--- src/rtl/ram_march_bist.sv ---
`default_nettype none
// ============================================================================
// ram_march_bist : March C- self-test initiator for one single-port
//                  DFFRAM-style macro (EN / WE / Di / Do / A).
// Revision       : 1.0
// ============================================================================
module ram_march_bist #(
  parameter int unsigned AW = 12,
  parameter logic [31:0] P0 = 32'h0000_0000
) (
  input  logic          CLK,
  input  logic          RST,
  input  logic          start,
  output logic          busy,
  output logic          done,
  output logic          fail,
  output logic [AW-1:0] fail_addr,
  output logic [31:0]   fail_data,
  output logic          EN,
  output logic [3:0]    WE,
  output logic [31:0]   Di,
  output logic [AW-1:0] A,
  input  logic [31:0]   Do
);

  typedef enum logic [3:0] {
    S_IDLE = 4'd0,
    S_M0   = 4'd1,
    S_M1   = 4'd2,
    S_M2   = 4'd3,
    S_M3   = 4'd4,
    S_M4   = 4'd5,
    S_M5   = 4'd6,
    S_DONE = 4'd7
  } state_t;

  localparam logic [AW-1:0] ADDR_LAST = {AW{1'b1}};
  localparam logic [AW-1:0] ADDR_ZERO = {AW{1'b0}};
  localparam logic [AW-1:0] ADDR_ONE  = {{(AW-1){1'b0}}, 1'b1};

  state_t        state_q, state_d;
  logic          ph_q, ph_d;         // r,w elements: 1 while the write half is on the port
  logic          busy_q, busy_d;
  logic          done_q, done_d;
  logic          fail_q, fail_d;
  logic [AW-1:0] fail_addr_q, fail_addr_d;
  logic [31:0]   fail_data_q, fail_data_d;
  logic          en_q, en_d;
  logic [3:0]    we_q, we_d;
  logic [31:0]   di_q, di_d;
  logic [AW-1:0] a_q, a_d;
  logic          rd_vld_q, rd_vld_d;
  logic [31:0]   rd_exp_q, rd_exp_d;
  logic [AW-1:0] rd_addr_q, rd_addr_d;

  logic          op_rd;
  logic          op_wr;
  logic [31:0]   wdata;
  logic [31:0]   exp_cur;
  logic          mism;

  // Reads in M2/M4 expect the inverted background, all others expect P0.
  assign exp_cur = ((state_q == S_M2) || (state_q == S_M4)) ? ~P0 : P0;
  assign mism    = busy_q && rd_vld_q && (Do != rd_exp_q);

  always_comb begin
    state_d     = state_q;
    ph_d        = ph_q;
    busy_d      = busy_q;
    done_d      = done_q;
    fail_d      = fail_q;
    fail_addr_d = fail_addr_q;
    fail_data_d = fail_data_q;
    a_d         = a_q;
    en_d        = 1'b0;
    we_d        = 4'h0;
    di_d        = 32'h0;
    op_rd       = 1'b0;
    op_wr       = 1'b0;
    wdata       = 32'h0;
    rd_vld_d    = busy_q && en_q && (we_q == 4'h0);
    rd_exp_d    = exp_cur;
    rd_addr_d   = a_q;

    case (state_q)
      S_IDLE, S_DONE: begin
        if (start) begin
          state_d     = S_M0;
          busy_d      = 1'b1;
          done_d      = 1'b0;
          fail_d      = 1'b0;
          fail_addr_d = ADDR_ZERO;
          fail_data_d = 32'h0;
          a_d         = ADDR_ZERO;
          ph_d        = 1'b0;
          op_wr       = 1'b1;
          wdata       = P0;
        end
      end

      S_M0: begin
        if (a_q == ADDR_LAST) begin
          state_d = S_M1;
          a_d     = ADDR_ZERO;
          ph_d    = 1'b0;
          op_rd   = 1'b1;
        end else begin
          a_d   = a_q + ADDR_ONE;
          op_wr = 1'b1;
          wdata = P0;
        end
      end

      S_M1, S_M2: begin
        if (!ph_q) begin
          ph_d  = 1'b1;
          op_wr = 1'b1;
          wdata = (state_q == S_M1) ? ~P0 : P0;
        end else if (a_q == ADDR_LAST) begin
          state_d = (state_q == S_M1) ? S_M2 : S_M3;
          a_d     = (state_q == S_M1) ? ADDR_ZERO : ADDR_LAST;
          ph_d    = 1'b0;
          op_rd   = 1'b1;
        end else begin
          a_d   = a_q + ADDR_ONE;
          ph_d  = 1'b0;
          op_rd = 1'b1;
        end
      end

      S_M3, S_M4: begin
        if (!ph_q) begin
          ph_d  = 1'b1;
          op_wr = 1'b1;
          wdata = (state_q == S_M3) ? ~P0 : P0;
        end else if (a_q == ADDR_ZERO) begin
          state_d = (state_q == S_M3) ? S_M4 : S_M5;
          a_d     = ADDR_LAST;
          ph_d    = 1'b0;
          op_rd   = 1'b1;
        end else begin
          a_d   = a_q - ADDR_ONE;
          ph_d  = 1'b0;
          op_rd = 1'b1;
        end
      end

      S_M5: begin
        // EN low here means the final read has issued and this is its compare edge.
        if (!en_q) begin
          state_d = S_DONE;
          busy_d  = 1'b0;
          done_d  = 1'b1;
        end else if (a_q != ADDR_ZERO) begin
          a_d   = a_q - ADDR_ONE;
          op_rd = 1'b1;
        end
      end

      default: begin
        state_d = S_IDLE;
        busy_d  = 1'b0;
      end
    endcase

    // First mismatch freezes the result and stops issuing RAM operations.
    if (mism) begin
      state_d     = S_DONE;
      busy_d      = 1'b0;
      done_d      = 1'b1;
      fail_d      = 1'b1;
      fail_addr_d = rd_addr_q;
      fail_data_d = Do;
      a_d         = a_q;
      op_rd       = 1'b0;
      op_wr       = 1'b0;
    end

    if (op_wr) begin
      en_d = 1'b1;
      we_d = 4'hF;
      di_d = wdata;
    end else if (op_rd) begin
      en_d = 1'b1;
    end
  end

  always_ff @(posedge CLK) begin
    if (RST) begin
      state_q     <= S_IDLE;
      ph_q        <= 1'b0;
      busy_q      <= 1'b0;
      done_q      <= 1'b0;
      fail_q      <= 1'b0;
      fail_addr_q <= ADDR_ZERO;
      fail_data_q <= 32'h0;
      en_q        <= 1'b0;
      we_q        <= 4'h0;
      di_q        <= 32'h0;
      a_q         <= ADDR_ZERO;
      rd_vld_q    <= 1'b0;
      rd_exp_q    <= 32'h0;
      rd_addr_q   <= ADDR_ZERO;
    end else begin
      state_q     <= state_d;
      ph_q        <= ph_d;
      busy_q      <= busy_d;
      done_q      <= done_d;
      fail_q      <= fail_d;
      fail_addr_q <= fail_addr_d;
      fail_data_q <= fail_data_d;
      en_q        <= en_d;
      we_q        <= we_d;
      di_q        <= di_d;
      a_q         <= a_d;
      rd_vld_q    <= rd_vld_d;
      rd_exp_q    <= rd_exp_d;
      rd_addr_q   <= rd_addr_d;
    end
  end

  assign busy      = busy_q;
  assign done      = done_q;
  assign fail      = fail_q;
  assign fail_addr = fail_addr_q;
  assign fail_data = fail_data_q;
  assign EN        = en_q;
  assign WE        = we_q;
  assign Di        = di_q;
  assign A         = a_q;

endmodule
`default_nettype wire

--- config.mk ---
export PLATFORM = sky130hd
export DESIGN_NAME = ram_march_bist
export DESIGN_NICKNAME = d
export VERILOG_FILES = /design/src/rtl/ram_march_bist.sv
export SDC_FILE = /design/constraint.sdc
export NUM_CORES = 1
export LEC_CHECK = 0
export CORE_UTILIZATION = 45
export CTS_BUF_LIST = sky130_fd_sc_hd__clkbuf_16
export CTS_CLUSTER_SIZE = 20
export DETAILED_ROUTE_END_ITERATION = 10
export HOLD_SLACK_MARGIN = 0.06
export PLACE_DENSITY = 0.81
export SYNTH_ARGS = -nofsm -noshare
export SYNTH_HDL_FRONTEND = slang
export SYNTH_SLANG_ARGS = --single-unit
--- constraint.sdc ---
create_clock -name CLK -period 3.5 [get_ports CLK]
set_clock_uncertainty 0.2 [all_clocks]
set_input_delay 0.875 -clock CLK [delete_from_list [all_inputs] [get_ports CLK]]
set_output_delay 0.875 -clock CLK [all_outputs]
set_load 0.05 [all_outputs]
; ---- Yosys cells after proc, flatten, opt, wreduce, memory -nomap -nowiden
; Index checks and enable logic that the tools add are counted.
[totals]
regBits = 146
latchBits = 0
ramBits = 0
romBits = 0
inputBits = 35
word_cells = 130
n_memories = 0
[op_classes]
n_addsub = 2
n_mul = 0
div_mod_pow = 0
magnitude_cmp = 0
eq_ne = 25
n_shift = 0
n_mux = 57
bitwise = 3
reduce_logical = 28
[op_table]
columns = operator, count
row1 = $mux W32, 8
row2 = $mux W12, 11
row3 = $pmux W32 S2, 1
row4 = $pmux W12 S5, 1
row5 = $mux W4, 8
row6 = $ne A32 B32 Y1, 1
row7 = $ne A3 B3 Y1 const B, 7
row8 = $reduce_and A7 Y1, 3
row9 = $pmux W4 S5, 1
row10 = $mux W1, 19
row11 = $ne A2 B2 Y1 const B, 9
row12 = $eq A4 B3 Y1 const B, 4
row13 = $add A12 B1 Y12 const B, 1
row14 = $eq A12 B12 Y1 const B, 1
row15 = $logic_not A12 Y1, 1
row16 = $pmux W1 S3, 4
row17 = $reduce_bool A12 Y1, 1
row18 = $sub A12 B1 Y12 const B, 1
row19 = $reduce_or A2 Y1, 5
row20 = $reduce_and A3 Y1, 3
row21 = $eq A4 B2 Y1 const B, 2
row22 = $logic_not A4 Y1, 2
row23 = $mux W3, 2
row24 = $reduce_bool A3 Y1, 2
row25 = other kinds (11), 17

; ---- Longest topological paths before layout
[logic_depth]
ltp_word = 7
ltp_mapped = 10
mapped_depth_nobuf = 8

; ---- Worst setup path before layout
; No wires, ideal clock.
[synth_path]
kind = flip-flop to flip-flop
startpoint = register a_q[0], in the netlist A[0]
endpoint = register a_q[3], in the netlist A[3]
setup_time_ns = 0.138
arrival_time_ns = 2.664
required_ns = 3.162
slack_ns = 0.498
stages_incl_launch_ff = 9
path_buffers = 1
path_cell_list = dfxtp_1 ha_1 nand3_1 or4_4 buf_6 a21boi_4 o22ai_1 a2111oi_2 a211oi_1
[synth_between]
elab_chain_len = 4
elab_cells_between_ends = 15
cone_classes = add/sub: 2 / eq/ne: 2 / mux: 8 / reduce/logical: 3
[synth_rtl]
columns = item, line
row1 = from (decl), 51  ; logic [AW-1:0] a_q, a_d;
row2 = from (signal assigned), 200  ; a_q <= ADDR_ZERO;
row3 = from (signal assigned), 215  ; a_q <= a_d;
row4 = "$sub A12 B1 Y12, or another cell as far along", "142, 155"
row5 = $mux W12 (on tied branches), "154, 119, 136"
row6 = $mux W12 (on tied branches), "150, 115, 132"
row7 = $pmux W12 S5, 85  ; case (state_q)
; Several ways; a longest one is shown, not always the timed one. The select of a mux whose other input is x is not followed.
; A chain may end at the register's enable or synchronous reset.

; ---- Worst setup path after layout
[layout_path]
startpoint = input port Do[4]
endpoint = register di_q[30], in the netlist Di[30]
[layout_between]
elab_chain_len = 5
[layout_rtl]
columns = item, line
row1 = from (decl), 23  ; input logic [31:0] Do
row2 = $ne A32 B32 Y1, 64  ; assign mism = busy_q && rd_vld_q && (Do != rd_exp_q);
row3 = $logic_and A1 B1 Y1, 64
row4 = $mux W1, 167  ; if (mism) begin
row5 = $not A1 Y1 (no line), --
row6 = $reduce_or A2 Y1 (no line), --
row7 = to (signal assigned), 214  ; di_q <= di_d;
row8 = to (decl), 50  ; logic [31:0] di_q, di_d;
; No other way between the ends.

==> results.md <==
* CTS H-tree lvls at 3
* Startpoint Class: primary input
* Worst path arrival time at between 3 and 4 ns
* Diodes inserted at 0
* FILL cells at 804
* First-pass GRT wire length at roughly 19000 um
* Routed via count at 4454
* Post-DP HPWL at 8510 um
* Number of synthesized flops with an enable pin at 0
* Placeable Area at 9200 sq um
* Postcts setup bufs at 0
* Clock latency on the worst-skew pair at 0.34 ns
* Syn. warnings at 0
* Via density at ~6
* Top_reg_cell synth: dfxtp_1
* Initial antenna violation count at 0
* FF-to-FF setup slack at about 0.56 ns
* Clock buffers created by TritonCTS at 9
* Initial core utilization at a little under half
* Worst r2r src: A[3]
* Distinct cells, synth at between 60 and 70
* Non-Filler Instances at about 750
* Pwr dens at roughly 770 nW/um^2
* Syn Inst Count at about 550
* Area delta synth->final at 35.0%
* Reg area at between 1500 and 2000 sq um
* Pin count of the biggest net entering global routing at 47
* CTS tree: yes
* Avg Inst Size Synth at just under 8 sq um
* Hold Slack at approximately 0.23 ns
* Worst vdd ir at approximately 0.44 mV
* RSZ-0062 raised after global routing: false
* Crit Path Max Fanout at 8
* Total GRT Usage at between 20% and 30%
* PortBufs at between 100 and 150
* Slew HR at 47.8%
* CP endpoint kind: flop
* Syn nets at roughly 600
* Cells after DPL at 736
* Die width at about 100 um
* Hold Crit Start: rd_addr_q[6]
* Worst EP required at 3.50 ns
* Max-slew violation count at 0
* Synthesized cell area at ~4200 sq um
* Post-synthesis simple-gate area fraction at about 27%
* GR Util met3 at 4.15%
* Share of layout cells above drive strength 1 at around 7.6%
* Routing usage on met2 at around two fifths
* Hold Path Class: flop to flop
* Routability Congestion at between 0.9 and 1
* Routed wire length at approximately 12000 um
* Worst-margin pin slew at ~0.78 ns
* Critical Path Start: Do[4]
* WL per Instance at between 15 and 20 um
* Min Tclk post-route at ~3.3 ns
* Nets at a little under 700
* Multi-input logic area at approximately 2200 sq um
* Clock tree buffer depth at 2
* Reg clk slew, reported paths at around 0.07 ns
* DRC at 0
* Ports at roughly 130
* Seq/Total Area, Yosys at between 30 and 40%
* Final Setup Violations at 0
* Synth Area in XOR/XNOR at about 1.2%
* Final period util at 95.0%
* Root buffer cell: clkbuf_16
* Pre-antenna DRT Iters at 6
* Gr busiest metal: met2
* Die area at 9820 sq um
* Vias in the first global route at around 4000
* WS Path Type: primary input to flop
* Grt ovf at 0
* Max Freq at around 300 MHz
* Leak at 1.97 nW
* Post-synth ARST share at 0%
* Die H at a little under 100 um
* Hold_buf cts at 0
* Flops & latches, synth at 80
* CTS Sinks at 80
* Max-cap check violation count at 0
* Synth Area in Compound Gates at between 20% and 30%
* DRT iter0 DRCs at ~400
* Post-synthesis mux area share at less than 1%
* Main combinational cell family by area after synthesis: simple AND/OR/NAND/NOR gates
* Post-Synth Adder-Cell Area at 1.47%
* DRT antenna net count at 0
* Status: completed
* M1 GR Usage at 33.6%
* CTS resizes at 0
* Site Rows at 35
* Final hold violations at 0
==> final timing paths <==
check | endpoint | depth (start not counted)
max | Di[30] | 8
min | fail_addr[6] | 2
max reg2reg | state_q[1] | 6
min reg2reg | fail_addr[6] | 2
==> registers in the layout, indices dropped and copies added, names as in the netlist <==
name and flops:
A 12, rd_addr_q 12, busy 1, fail_data 32, fail_addr 12, done 1
state_q 3, EN 1, fail 1, rd_vld_q 1, rd_exp_q 1, Di 1
WE 1, ph_q 1
==> routing by layer <==
| metal | wire length (um) | part of all wire [%] |
|---|---|---|
| met4 | 256 | 2.1 |
| met1 | 5420 | 44 |
| met2 | 5750 | 47 |
| met3 | 885 | 7.2 |
| met5 | 0 | 0 |
==> layout make-up <==
type | count | share of cell area, %
clock inverters | 7 | 1.38
multi-input cells | 381 | 37.8
flip-flops and latches | 80 | 27.9
clock buffers | 9 | 3.93
well taps | 111 | 2.42
repair buffers | 153 | 25.9
inverters | 11 | 0.721
==> cells by family (layout without fill, tap and decap cells) <==
family | count (synthesis) | after routing
XOR/XNOR | 6 | 6
flip-flops | 80 | 80
buffers and inverters | 85 | 180
adder cells (fa/ha/maj) | 5 | 5
AND/OR/NAND/NOR | 229 | 229
multiplexers | 3 | 3
AO/OA/AOI/OAI | 138 | 138
==> critical path, stage by stage <==
cell and delay, ns:
clkdlybuf4s50_1 0.46, or4_1 0.50, nor4_1 0.33, o22ai_1 0.19
o211ai_1 0.26, buf_4 0.22, nand2_1 0.08, a2111oi_0 0.41
==> cells in the final DEF (no fill, tap or decap), types with 2 or more instances in the layout <==
cell	n
o211a_1	2
a211oi_1	7
nand2_1	70
o22ai_1	4
inv_1	11
a21oi_1	72
a31oi_1	8
clkinv_4	2
o211ai_1	2
o311a_1	2
ha_1	5
a21o_1	2
clkdlybuf4s50_1	129
nand2b_1	2
mux2i_1	2
o2111ai_1	4
nor2b_1	8
o31ai_1	4
or2_2	2
or4_1	6
xnor2_1	5
nor2_1	31
nand3b_1	3
o32ai_1	2
and3_1	5
nand3_1	53
dfxtp_1	80
or3_1	7
nor4_1	11
buf_4	22
nor3_1	14
clkbuf_16	9
o21ai_0	7
nand4_1	7
o21ai_1	7
==> metrics by stage <==
step	total power [mW]	area [sq um]	TNS [ns]	setup WS, ns	utilization [%]
after floorplan	2.82	4240	0	0.498	-
after global placement	3.38	5430	0	0.0741	59.0
after detailed placement	3.41	5430	-0.0520	-0.0520	59.0
after CTS	4.37	5730	0	0.187	62.3
after global routing	4.65	5730	0	0.0730	62.3
final	4.40	5730	0	0.174	62.3
==> synth_stat cells, types with 6 or more instances <==
cell       n  area [sq um]
nor2b_1    8          50.1
buf_4     38           285
buf_2      7          35.0
nand2_1   70           263
or3_1      7          43.8
a31oi_1    8          50.1
o21ai_1    7          35.0
nor4_1    11          68.8
nor3_1    14          70.1
a211oi_1   7          52.6
nor2_1    31           116
nand3_1   53           265
or4_1      6          45.0
clkbuf_1  23          86.3
nand4_1    7          43.8
inv_1     11          41.3
o21ai_0    7          35.0
dfxtp_1   80          1600
a21oi_1   72           360
==> where the power goes <==
group,switching (mW),internal (mW),total (mW)
clock network,0.399,0.560,0.959
logic,1.35,0.839,2.19
registers,0.225,1.02,1.25
total,1.98,2.42,4.40
Power figures use the tool's default switching activity.
